## src/rtl/bin2bcd_pkg.sv

```systemverilog
// Shared types and sizing helpers for the sequential binary-to-BCD converter.
package bin2bcd_pkg;

    typedef enum logic [1:0] {
        IDLE  = 2'd0,
        SHIFT = 2'd1,
        DONE  = 2'd2
    } state_t;

    // Smallest digit count d with 10^d > 2^width-1, so every input fits.
    function automatic int min_digits(input int width);
        longint unsigned maxv;
        longint unsigned p;
        int              d;
        maxv = (64'd1 << width) - 64'd1;
        p    = 64'd10;
        d    = 1;
        while (p <= maxv) begin
            p = p * 64'd10;
            d++;
        end
        return d;
    endfunction

endpackage

```

## src/rtl/bin2bcd_if.sv

```systemverilog
// Request/result handshake between the converter and its producer/consumer.
interface bin2bcd_if #(
    parameter int WIDTH  = 8,
    parameter int DIGITS = 3
) ();
    logic                  in_valid;
    logic                  in_ready;
    logic [WIDTH-1:0]      bin;
    logic                  out_valid;
    logic                  out_ready;
    logic [4*DIGITS-1:0]   bcd;
    logic                  busy;

    modport master (
        output in_valid, bin, out_ready,
        input  in_ready, out_valid, bcd, busy
    );

    modport slave (
        input  in_valid, bin, out_ready,
        output in_ready, out_valid, bcd, busy
    );
endinterface

```

## src/rtl/bcd_digit_adj.sv

```systemverilog
// Double-dabble digit correction: a digit of 5 or more gets +3 before the shift.
module bcd_digit_adj (
    input  logic [3:0] din,
    output logic [3:0] dout
);
    assign dout = (din >= 4'd5) ? din + 4'd3 : din;
endmodule

```

## src/rtl/bin2bcd_seq.sv

```systemverilog
// Sequential shift-and-add-3 binary-to-BCD converter, one input bit per cycle.
module bin2bcd_seq
    import bin2bcd_pkg::*;
#(
    parameter int WIDTH  = 8,
    parameter int DIGITS = 3
) (
    input  logic      clk,
    input  logic      rst,
    bin2bcd_if.slave  bus
);
    localparam int CW = $clog2(WIDTH + 1);
    localparam int AW = 4 * DIGITS;

    generate
        if (WIDTH < 1 || DIGITS < min_digits(WIDTH)) begin : g_bad_cfg
            $error("bin2bcd_seq: DIGITS too small for WIDTH, or WIDTH < 1");
        end
    endgenerate

    state_t              state;
    logic [AW-1:0]       acc;
    logic [AW-1:0]       adj;
    logic [AW-1:0]       bcd_q;
    logic [WIDTH-1:0]    sr;
    logic [CW-1:0]       cnt;
    logic [AW+WIDTH-1:0] shifted;
    logic                in_ready_q;
    logic                busy_q;
    logic                out_valid_q;

    generate
        for (genvar d = 0; d < DIGITS; d++) begin : g_adj
            bcd_digit_adj u_adj (
                .din  (acc[4*d +: 4]),
                .dout (adj[4*d +: 4])
            );
        end
    endgenerate

    // Corrected accumulator and remaining input bits move left together.
    assign shifted = {adj, sr} << 1;

    always_ff @(posedge clk) begin
        if (rst) begin
            state       <= IDLE;
            acc         <= '0;
            sr          <= '0;
            cnt         <= '0;
            bcd_q       <= '0;
            in_ready_q  <= 1'b1;
            busy_q      <= 1'b0;
            out_valid_q <= 1'b0;
        end else begin
            case (state)
                IDLE: begin
                    if (bus.in_valid) begin
                        sr         <= bus.bin;
                        acc        <= '0;
                        cnt        <= CW'(WIDTH);
                        state      <= SHIFT;
                        in_ready_q <= 1'b0;
                        busy_q     <= 1'b1;
                    end
                end
                SHIFT: begin
                    acc <= shifted[AW+WIDTH-1:WIDTH];
                    sr  <= shifted[WIDTH-1:0];
                    cnt <= cnt - CW'(1);
                    if (cnt == CW'(1)) begin
                        state       <= DONE;
                        bcd_q       <= shifted[AW+WIDTH-1:WIDTH];
                        busy_q      <= 1'b0;
                        out_valid_q <= 1'b1;
                    end
                end
                DONE: begin
                    if (bus.out_ready) begin
                        state       <= IDLE;
                        out_valid_q <= 1'b0;
                        in_ready_q  <= 1'b1;
                    end
                end
                default: begin
                    state       <= IDLE;
                    in_ready_q  <= 1'b1;
                    busy_q      <= 1'b0;
                    out_valid_q <= 1'b0;
                end
            endcase
        end
    end

    assign bus.in_ready  = in_ready_q;
    assign bus.busy      = busy_q;
    assign bus.out_valid = out_valid_q;
    assign bus.bcd       = bcd_q;

endmodule

```

## src/flat_wrapper.sv

```systemverilog
// flat-port wrapper written by rule: the top's interface ports become plain ports
module bin2bcd_seq_flat import bin2bcd_pkg::*;
#(
    parameter int WIDTH  = 8,
    parameter int DIGITS = 3
)
  (clk, rst, bus_in_valid, bus_bin, bus_out_ready, bus_in_ready, bus_out_valid, bus_bcd, bus_busy);
  bin2bcd_if #(.WIDTH(WIDTH), .DIGITS(DIGITS)) bus_i ();
  input  logic clk;
  input  logic rst;
  input wire logic [$bits(bus_i.in_valid)-1:0] bus_in_valid;
  input wire logic [$bits(bus_i.bin)-1:0] bus_bin;
  input wire logic [$bits(bus_i.out_ready)-1:0] bus_out_ready;
  output wire logic [$bits(bus_i.in_ready)-1:0] bus_in_ready;
  output wire logic [$bits(bus_i.out_valid)-1:0] bus_out_valid;
  output wire logic [$bits(bus_i.bcd)-1:0] bus_bcd;
  output wire logic [$bits(bus_i.busy)-1:0] bus_busy;
  assign bus_i.in_valid = bus_in_valid;
  assign bus_i.bin = bus_bin;
  assign bus_i.out_ready = bus_out_ready;
  assign bus_in_ready = bus_i.in_ready;
  assign bus_out_valid = bus_i.out_valid;
  assign bus_bcd = bus_i.bcd;
  assign bus_busy = bus_i.busy;
  bin2bcd_seq #(.WIDTH(WIDTH), .DIGITS(DIGITS)) u_core (.clk(clk), .rst(rst), .bus(bus_i));
endmodule
```

## config.mk

```make
export PLATFORM = sky130hd
export DESIGN_NAME = bin2bcd_seq_flat
export DESIGN_NICKNAME = d
export VERILOG_FILES = /design/src/rtl/bin2bcd_pkg.sv /design/src/rtl/bin2bcd_if.sv /design/src/rtl/bcd_digit_adj.sv /design/src/rtl/bin2bcd_seq.sv /design/src/flat_wrapper.sv
export SDC_FILE = /design/constraint.sdc
export NUM_CORES = 1
export LEC_CHECK = 0
export CORE_MARGIN = 4
export CORE_UTILIZATION = 54
export DETAILED_ROUTE_END_ITERATION = 16
export GPL_ROUTABILITY_DRIVEN = 0
export PLACE_DENSITY = 0.78
export RECOVER_POWER = 50
export SYNTH_ARGS = -nofsm -noshare
export SYNTH_HDL_FRONTEND = slang
export SYNTH_SLANG_ARGS = --single-unit
```

## constraint.sdc

```tcl
create_clock -name clk -period 2.06 [get_ports clk]
set_clock_uncertainty 0.2 [all_clocks]
set_input_delay 0.206 -clock clk [delete_from_list [all_inputs] [get_ports clk]]
set_output_delay 0.206 -clock clk [all_outputs]
set_load 0.005 [all_outputs]
```

=== Word-level counts from Yosys, hierarchy flattened ===
Index checks and enable logic that the tools add are counted.

* $add $sub $neg: 4
* Multiply operators: 0
* Div/mod/pow operators: 0
* Order comparisons: 3
* Equal/unequal tests: 6
* Shift operators: 0
* Multiplexer cells: 22
* Bitwise logic cells: 3
* Reduce and logical (&&, ||, !) cells: 8

{| class="wikitable"
|+ Operator list
! cell !! number
|-
| case mux 12 bit (2 select lines) || 1
|-
| case mux 8 bit (2 select lines) || 1
|-
| >= comparator 4 x 3 -> 1 bit (second input constant) || 3
|-
| two-way mux 12 bit || 1
|-
| two-way mux 4 bit || 3
|-
| AND reduction 3 bit || 4
|-
| case mux 1 bit (3 select lines) || 3
|-
| adder 4 x 2 -> 4 bit (second input constant) || 2
|-
| two-way mux 8 bit || 1
|-
| case mux 4 bit (2 select lines) || 1
|-
| two-way mux 1 bit || 6
|-
| two-way mux 2 bit || 3
|-
| case mux 2 bit (3 select lines) || 1
|-
| equality test 4 x 1 -> 1 bit (second input constant) || 1
|-
| inequality test 2 bit (second input constant) || 2
|-
| AND reduction 2 bit || 2
|-
| subtractor 4 x 1 -> 4 bit (second input constant) || 1
|-
| adder 3 x 2 -> 3 bit (second input constant) || 1
|-
| two-way mux 3 bit || 1
|-
| inverter 1 bit || 3
|-
| equality test 2 x 1 -> 1 bit (second input constant) || 1
|-
| equality test 2 bit (second input constant) || 1
|-
| logical NOT 2 bit || 1
|-
| inequality test 2 x 1 -> 1 bit (second input constant) || 1
|-
| nonzero test 2 bit || 1
|}

* Register bits: 41
* Latch bits: 0
* Memory bits (writable): 0
* Memory bits (read-only): 0
* Bits of input ports: 12
* Output and inout bits: 15
* Logic and storage cells: 54
* Memories kept: 0

=== Logic depth before layout (Yosys ltp) ===
Gate-level depths: netlist of run 1.

* Word-level depth: 3
* Gate-level depth with buffers: 7
* Mapped depth without buffers: 6

=== Hierarchy ===
Synthesis of run 1 repeated with hierarchy kept, for this count alone.

* Cell total of the unflattened synthesis: 237
* Area total of the unflattened synthesis: 2,102.0 µm²

{| class="wikitable"
|+ By module, submodules not included
! module !! instances !! cells an instance !! area an instance (µm²) !! sequential area each (µm²)
|-
| bin2bcd_seq || 1 || 189 || 1,798.0 || 820.8
|-
| bcd_digit_adj || 3 || 16 || 101.3 || 0.0
|}

=== Least setup slack after synthesis of run 1 ===
OpenSTA, ideal clock, no wires.

* Kind: reg2reg
* Start point: register u_core.cnt[0]
* End point: register u_core.bcd_q[5], in the netlist u_core.bus.bcd[5]
* Setup time: 0.073 ns
* Arrival time: 1.506 ns
* Data required time: 1.787 ns
* Slack: 0.282 ns
* Cell stages (with the launch flop): 6
* Path buffers: 1
* Period minus slack after synthesis: 1.778 ns
* Cells stage by stage: dfxtp_1 ha_1 or3b_4 or3_1 buf_2 o22ai_2

* Longest elaborated chain between the ends: 2

{| class="wikitable"
|+ RTL lines
! item !! line !! text
|-
| from (decl) || bin2bcd_seq.sv:26 || <nowiki>logic [CW-1:0] cnt;</nowiki>
|-
| from (signal assigned) || bin2bcd_seq.sv:60 || <nowiki>cnt <= CW'(WIDTH);</nowiki>
|-
| from (signal assigned) || bin2bcd_seq.sv:69 || <nowiki>cnt <= cnt - CW'(1);</nowiki>
|-
| equality test 4 x 1 -> 1 bit || bin2bcd_seq.sv:70 || <nowiki>if (cnt == CW'(1)) begin</nowiki>
|-
| AND reduction 2 bit (no source line) || -- ||
|-
| to (signal assigned) || bin2bcd_seq.sv:72 || <nowiki>bcd_q <= shifted[AW+WIDTH-1:WIDTH];</nowiki>
|-
| to (decl) || bin2bcd_seq.sv:24 || <nowiki>logic [AW-1:0] bcd_q;</nowiki>
|}

Every way passes these cells.
A chain may end at the register's enable or synchronous reset.

=== Worst setup path after layout of run 1 ===
* Start point: register u_core.cnt[0]
* End point: register u_core.bcd_q[9], in the netlist u_core.bus.bcd[9]

Same word-level chain as after synthesis.

==> reports/results.ini, run 1 <==
[cells_and_area]
finalNetCount = 268
fin_area_sq_mm = 0.00228
fillers = 277
area_growth_pct = 18.1
drive_above_1_share_pct = 9.72
instances_no_fill = 293
n_antenna_cell = 0

[yosys]
ys_seq_elements = 41
synth_compound_area_share_pct = 20.6
syn_area_sq_mm = 0.00193
synth_nets = 243
yosysMostFrequentCell = dfxtp_1
synth-edff-count = 0
yosys.area_share.xor_xnor_pct = 1.36
yosysTopAreaCellShare_pct = 42.5
yosysSeqAreaShare_pct = 42.5
synth_simple_gate_area_share_pct = 21.8
ys_types = 33
synth_top_flop_cell = dfxtp_1
synth_top_family_by_area = simple AND/OR/NAND/NOR gates
avgSynthCellArea_sq_um = 8.66
yosys.area_share.adder_pct = 5.18
synth_cells = 223
synthTopCellsByArea = dfxtp_1 (43%), nor2_1 (7.2%), ha_1 (5.2%)
async_flop_share_pct = 0
synth_largest_area_cell = dfxtp_1
synth_warnings = 0
synth.top_cells.by_count = dfxtp_1 (41), nor2_1 (37), a21oi_1 (17)
synthMuxAreaShare_pct = 2.85

[hold_path]
hp-class = reg2reg

[drt]
routed_wl_um = 3900
drt_pre_antenna_iters = 4
wire_per_inst_um = 13.3
drt-vias-per-instance = 5.49
final_antenna_net_count = 0
vias = 1608
drc = 0
drt_iter0_drc = 113

[cts]
path_clk_slew_ns = 0.12
numCtsBuffers = 5
postCtsSetupBuffers = 0
root_buffer = clkbuf_4
cts_sinks = 41
ctsResizeCount = 0
h-tree-depth = 2
cts_tree = built
cts_hold_buf = 0
clock_latency_ns = 0.35
cts_buffer_depth = 2

[timing]
max_freq_mhz = 524
drv_slew = 0
relSlewSlack_pct = 54.1
hold_ws_ns = 0.300
timing.final.ws_setup_ns = 0.151
setup_tns_ns = 0
rsz0062_at_grt = false
tightest_slew_ns = 0.688
setup_viol = 0
hold_violations = 0
fin_crit_sh_pct = 92.7
fin_crit_ns = 1.91

[critical_path]
required_ns = 2.14
worstPathArrival_ns = 1.99
path_max_fanout = 6
critPathLaunchType = flop
crit_path_end_kind = flop
critical_path_class = reg2reg

[grt]
grt_pass1_wl_um = 6910
grt_pass1_vias = 1483
grt_usage_pct = 20.2
grt_overflow = 0
antenna_found_initial = 0
grt_max_degree = 39

[pwr]
power_density_mw_per_mm2 = 628
power.leakage_uw = 0.000845
vdd_ir_drop_max_mv = 0.361

[die]
core_sq_mm = 0.00339
rows = 21
dieArea_sq_mm = 0.00460
start_util_pct = 57.0
io_pins = 27
chipHeight_um = 67.8
die_x_um = 67.8

[flow_run]
maxCapViolations = 0

[placement]
place_inst = 287
dp_hpwl_um = 2720
place_area_sq_mm = 0.00224
dpl_worst_slack_ns = 0.187
portBuffers = 26

[outcome]
status = finished clean

==> metal layers <==
metal / share of wire, % / vias to the layer above / wire length (um) / global-route usage (%)
met5: 0 / - / 0 / 0
met4: 1.3 / 0 / 52 / 7.44
met3: 5.3 / 4 / 206 / 5.49
met2: 46 / 32 / 1790 / 29.8
met1: 48 / 746 / 1850 / 28.1
li1: - / 826 / - / -
==> flip-flops by register name, summed over array words and instances (netlist names) <==
name	count
u_core.state	2
u_core.sr	8
u_core.bus.out_valid	1
u_core.bus.busy	1
u_core.cnt	4
u_core.bus.bcd	12
u_core.bus.in_ready	1
u_core.acc	12
==> cells by family (layout without fill, tap and decap cells) <==
group                    count (synthesis)  count (layout)
buffers and inverters                   25              49
adder cells (fa/ha/maj)                  8               8
AND/OR/NAND/NOR                         83              83
multiplexers                             5               5
flip-flops                              41              41
AO/OA/AOI/OAI                           58              58
XOR/XNOR                                 3               3
==> per-stage QoR <==
step | total power, uW | utilization [%]
after detailed placement | 1090 | 66.1
after global placement | 1080 | 66.1
after CTS | 1460 | 67.4
after global routing | 1510 | 67.3
final | 1430 | 67.3
after floorplan | 1010 | -
==> power breakdown <==
group          total (uW)  switching [uW]  leakage, uW  internal, uW
logic                 216             110     0.000483           106
clock network         368             249    0.0000269           119
registers             849            22.2     0.000334           827
==> worst max-delay path: stages, from the launching register on <==
cell and delay [ns]:
dfxtp_1 0.41, ha_1 0.15, or3b_4 0.41, or3_1 0.47
o22ai_2 0.20
==> cell type report <==
class | count | area (sq um) | share of cell area, %
inverter | 10 | 37.5 | 1.65
clock buffer | 5 | 37.5 | 1.65
multi-input combinational | 157 | 1000 | 43.9
timing repair buffer | 33 | 322 | 14.1
clock inverter | 1 | 5.00 | 0.219
tap | 46 | 57.6 | 2.52
sequential | 41 | 821 | 36.0
==> worst paths after layout <==
kind / to / cells past startpoint / slack [ns] / from
max reg2reg: u_core.bus.bcd[9] / 4 / 0.15 / u_core.cnt[0]
min reg2reg: u_core.sr[5] / 2 / 0.30 / u_core.sr[5]
min: u_core.sr[5] / 2 / 0.30 / u_core.sr[5]
max: u_core.bus.bcd[9] / 4 / 0.15 / u_core.cnt[0]
==> cell usage in the layout, fill, tap and decap left out, types with 6 or more instances in the layout <==
| master | count |
|---|---|
| nor3_1 | 12 |
| a211oi_1 | 6 |
| ha_1 | 8 |
| nand2b_1 | 11 |
| inv_1 | 10 |
| o21ai_0 | 10 |
| nor2_1 | 37 |
| clkdlybuf4s50_1 | 15 |
| a21oi_1 | 17 |
| dlygate4sd3_1 | 11 |
| dfxtp_1 | 41 |
Power figures use the tool's default switching activity.
==> run 2: changes to the inputs <==
Settings changed: GPL_ROUTABILITY_DRIVEN 0 to default, MAX_ROUTING_LAYER from default to met4, TNS_END_PERCENT from default to 20.
==> reports/results.ini, run 2 (same netlist as run 1, synthesis figures left out) <==
[outcome]
status = finished clean  ; unchanged

[timing]
setup_viol = 0  ; unchanged
fin_crit_sh_pct = 92.7  ; about the same
setup_tns_ns = 0  ; unchanged
tightest_slew_ns = 0.706  ; was 0.688 ns
max_freq_mhz = 524  ; about the same
hold_violations = 0  ; unchanged
rsz0062_at_grt = false  ; unchanged
relSlewSlack_pct = 53.0  ; was 54.1%
fin_crit_ns = 1.91  ; about the same
drv_slew = 0  ; unchanged
timing.final.ws_setup_ns = 0.150  ; was 0.151 ns

[cts]
numCtsBuffers = 5  ; unchanged
path_clk_slew_ns = 0.12  ; about the same
h-tree-depth = 2  ; unchanged
ctsResizeCount = 0  ; unchanged
cts_hold_buf = 0  ; unchanged
root_buffer = clkbuf_4  ; unchanged
cts_buffer_depth = 2  ; unchanged
cts_sinks = 41  ; unchanged
postCtsSetupBuffers = 0  ; unchanged
cts_tree = built  ; unchanged
clock_latency_ns = 0.35  ; about the same

[cells_and_area]
area_growth_pct = 18.1  ; unchanged
final_common_cell = dfxtp_1  ; unchanged
n_antenna_cell = 0  ; unchanged
final_cell_mix = dfxtp_1 (41), nor2_1 (37), a21oi_1 (17), clkdlybuf4s50_1 (15), nor3_1 (12)  ; unchanged
drive_above_1_share_pct = 9.72  ; unchanged
finalNetCount = 268  ; unchanged

[hold_path]
hp-class = reg2reg  ; unchanged

[pwr]
switching_share_pct = 26.7  ; was 26.6%
power_uw = 1430  ; about the same
vdd_ir_drop_max_mv = 0.361  ; about the same
switchingPower_uw = 382  ; was 381 uW
p_int_uw = 1050  ; about the same
power_frac_comb_pct = 15.1  ; about the same
power_density_mw_per_mm2 = 629  ; was 628 mW/mm^2
p_seq_share_pct = 59.2  ; was 59.3%
p_clk_share_pct = 25.7  ; about the same
power.leakage_uw = 0.000845  ; unchanged

[drt]
drt_pre_antenna_iters = 4  ; unchanged
final_antenna_net_count = 0  ; unchanged
drc = 0  ; unchanged
vias = 1604  ; was 1608
drt_iter0_drc = 120  ; was 113
wire_per_inst_um = 13.5  ; was 13.3 um
routed_wl_um = 3950  ; was 3900 um
drt-vias-per-instance = 5.47  ; was 5.49

[die]
start_util_pct = 57.0  ; unchanged
rows = 21  ; unchanged
chipHeight_um = 67.8  ; unchanged
dieArea_sq_mm = 0.00460  ; unchanged
io_pins = 27  ; unchanged
core_sq_mm = 0.00339  ; unchanged
die_x_um = 67.8  ; unchanged

[critical_path]
critical_path_class = reg2reg  ; unchanged
slowest_stage = or3_1  ; unchanged
worstPathArrival_ns = 1.99  ; about the same
max_stage_delay_ns = 0.47  ; about the same
critPathBufInv = 0  ; unchanged
crit_path_end_kind = flop  ; unchanged
required_ns = 2.14  ; about the same
critPathLaunchType = flop  ; unchanged
path_max_fanout = 6  ; unchanged
critPathTopFamily = simple AND/OR/NAND/NOR gates  ; unchanged
path_cells = ha_1 -> or3b_4 -> or3_1 -> o22ai_2  ; unchanged

[placement]
dpl_worst_slack_ns = 0.187  ; unchanged
dp_hpwl_um = 2720  ; unchanged
globalplace.congestion = 0.794
portBuffers = 26  ; unchanged

[grt]
grt_overflow = 0  ; unchanged
grt_usage_pct = 20.8  ; was 20.2%
grt_pass1_wl_um = 6910  ; about the same
antenna_found_initial = 0  ; unchanged
grt_max_degree = 39  ; unchanged
grt_pass1_vias = 1482  ; was 1483

[flow_run]
maxCapViolations = 0  ; unchanged

run 2: cell counts in the layout (fill, tap and decap cells not counted):
No cell type changed its count.
run 2: final timing paths:
| path | startpoint | endpoint | slack (ns) | depth (start not counted) |
|---|---|---|---|---|
| max reg2reg | u_core.cnt[0] | u_core.bus.bcd[9] | 0.15 | 4 |
| max | u_core.cnt[0] | u_core.bus.bcd[9] | 0.15 | 4 |
| min | u_core.sr[5] | u_core.sr[5] | 0.30 | 2 |
| min reg2reg | u_core.sr[5] | u_core.sr[5] | 0.30 | 2 |
run 2: power by group through the flow:
| stage | Sequential [uW] | Clock (uW) | Combinational [uW] |
|---|---|---|---|
| 3_5_place_dp | 868 | 0 | 220 |
| 4_1_cts | 850 | 388 | 221 |
| 3_3_place_gp | 867 | 0 | 218 |
| 5_1_grt | 855 | 413 | 240 |
| 2_1_floorplan | 865 | 0 | 145 |
| 6_report | 849 | 368 | 216 |
run 2: layer usage:
layer	vias to the layer above	routed length [um]	GRT usage [%]
li1	828	-	-
met1	743	1900	28.1
met2	29	1800	29.8
met3	4	189	5.49
met4	0	54	7.44
met5	-	0	-
run 2: metrics by stage:
step | std cells | hold WS [ns] | util, % | instance area, sq um
global route | 293 | 0.312 | 67.3 | 2280
finish | 293 | 0.299 | 67.3 | 2280
detailed placement | 287 | 0.280 | 66.1 | 2240
global placement | 287 | 0.275 | 66.1 | 2240
CTS | 293 | 0.299 | 67.4 | 2280
floorplan | 223 | 0.155 | - | 1930
run 2: worst reg2reg max path, stage by stage (launching register included):
cell and delay (ns):
dfxtp_1 0.41, ha_1 0.15, or3b_4 0.41, or3_1 0.47, o22ai_2 0.20
run 2: layout make-up:
cell class	instances	area (sq um)
sequential	41	821
timing repair buffer	33	322
clock buffer	5	37.5
clock inverter	1	5.00
tap	46	57.6
fill	277	1110
inverter	10	37.5
multi-input combinational	157	1000
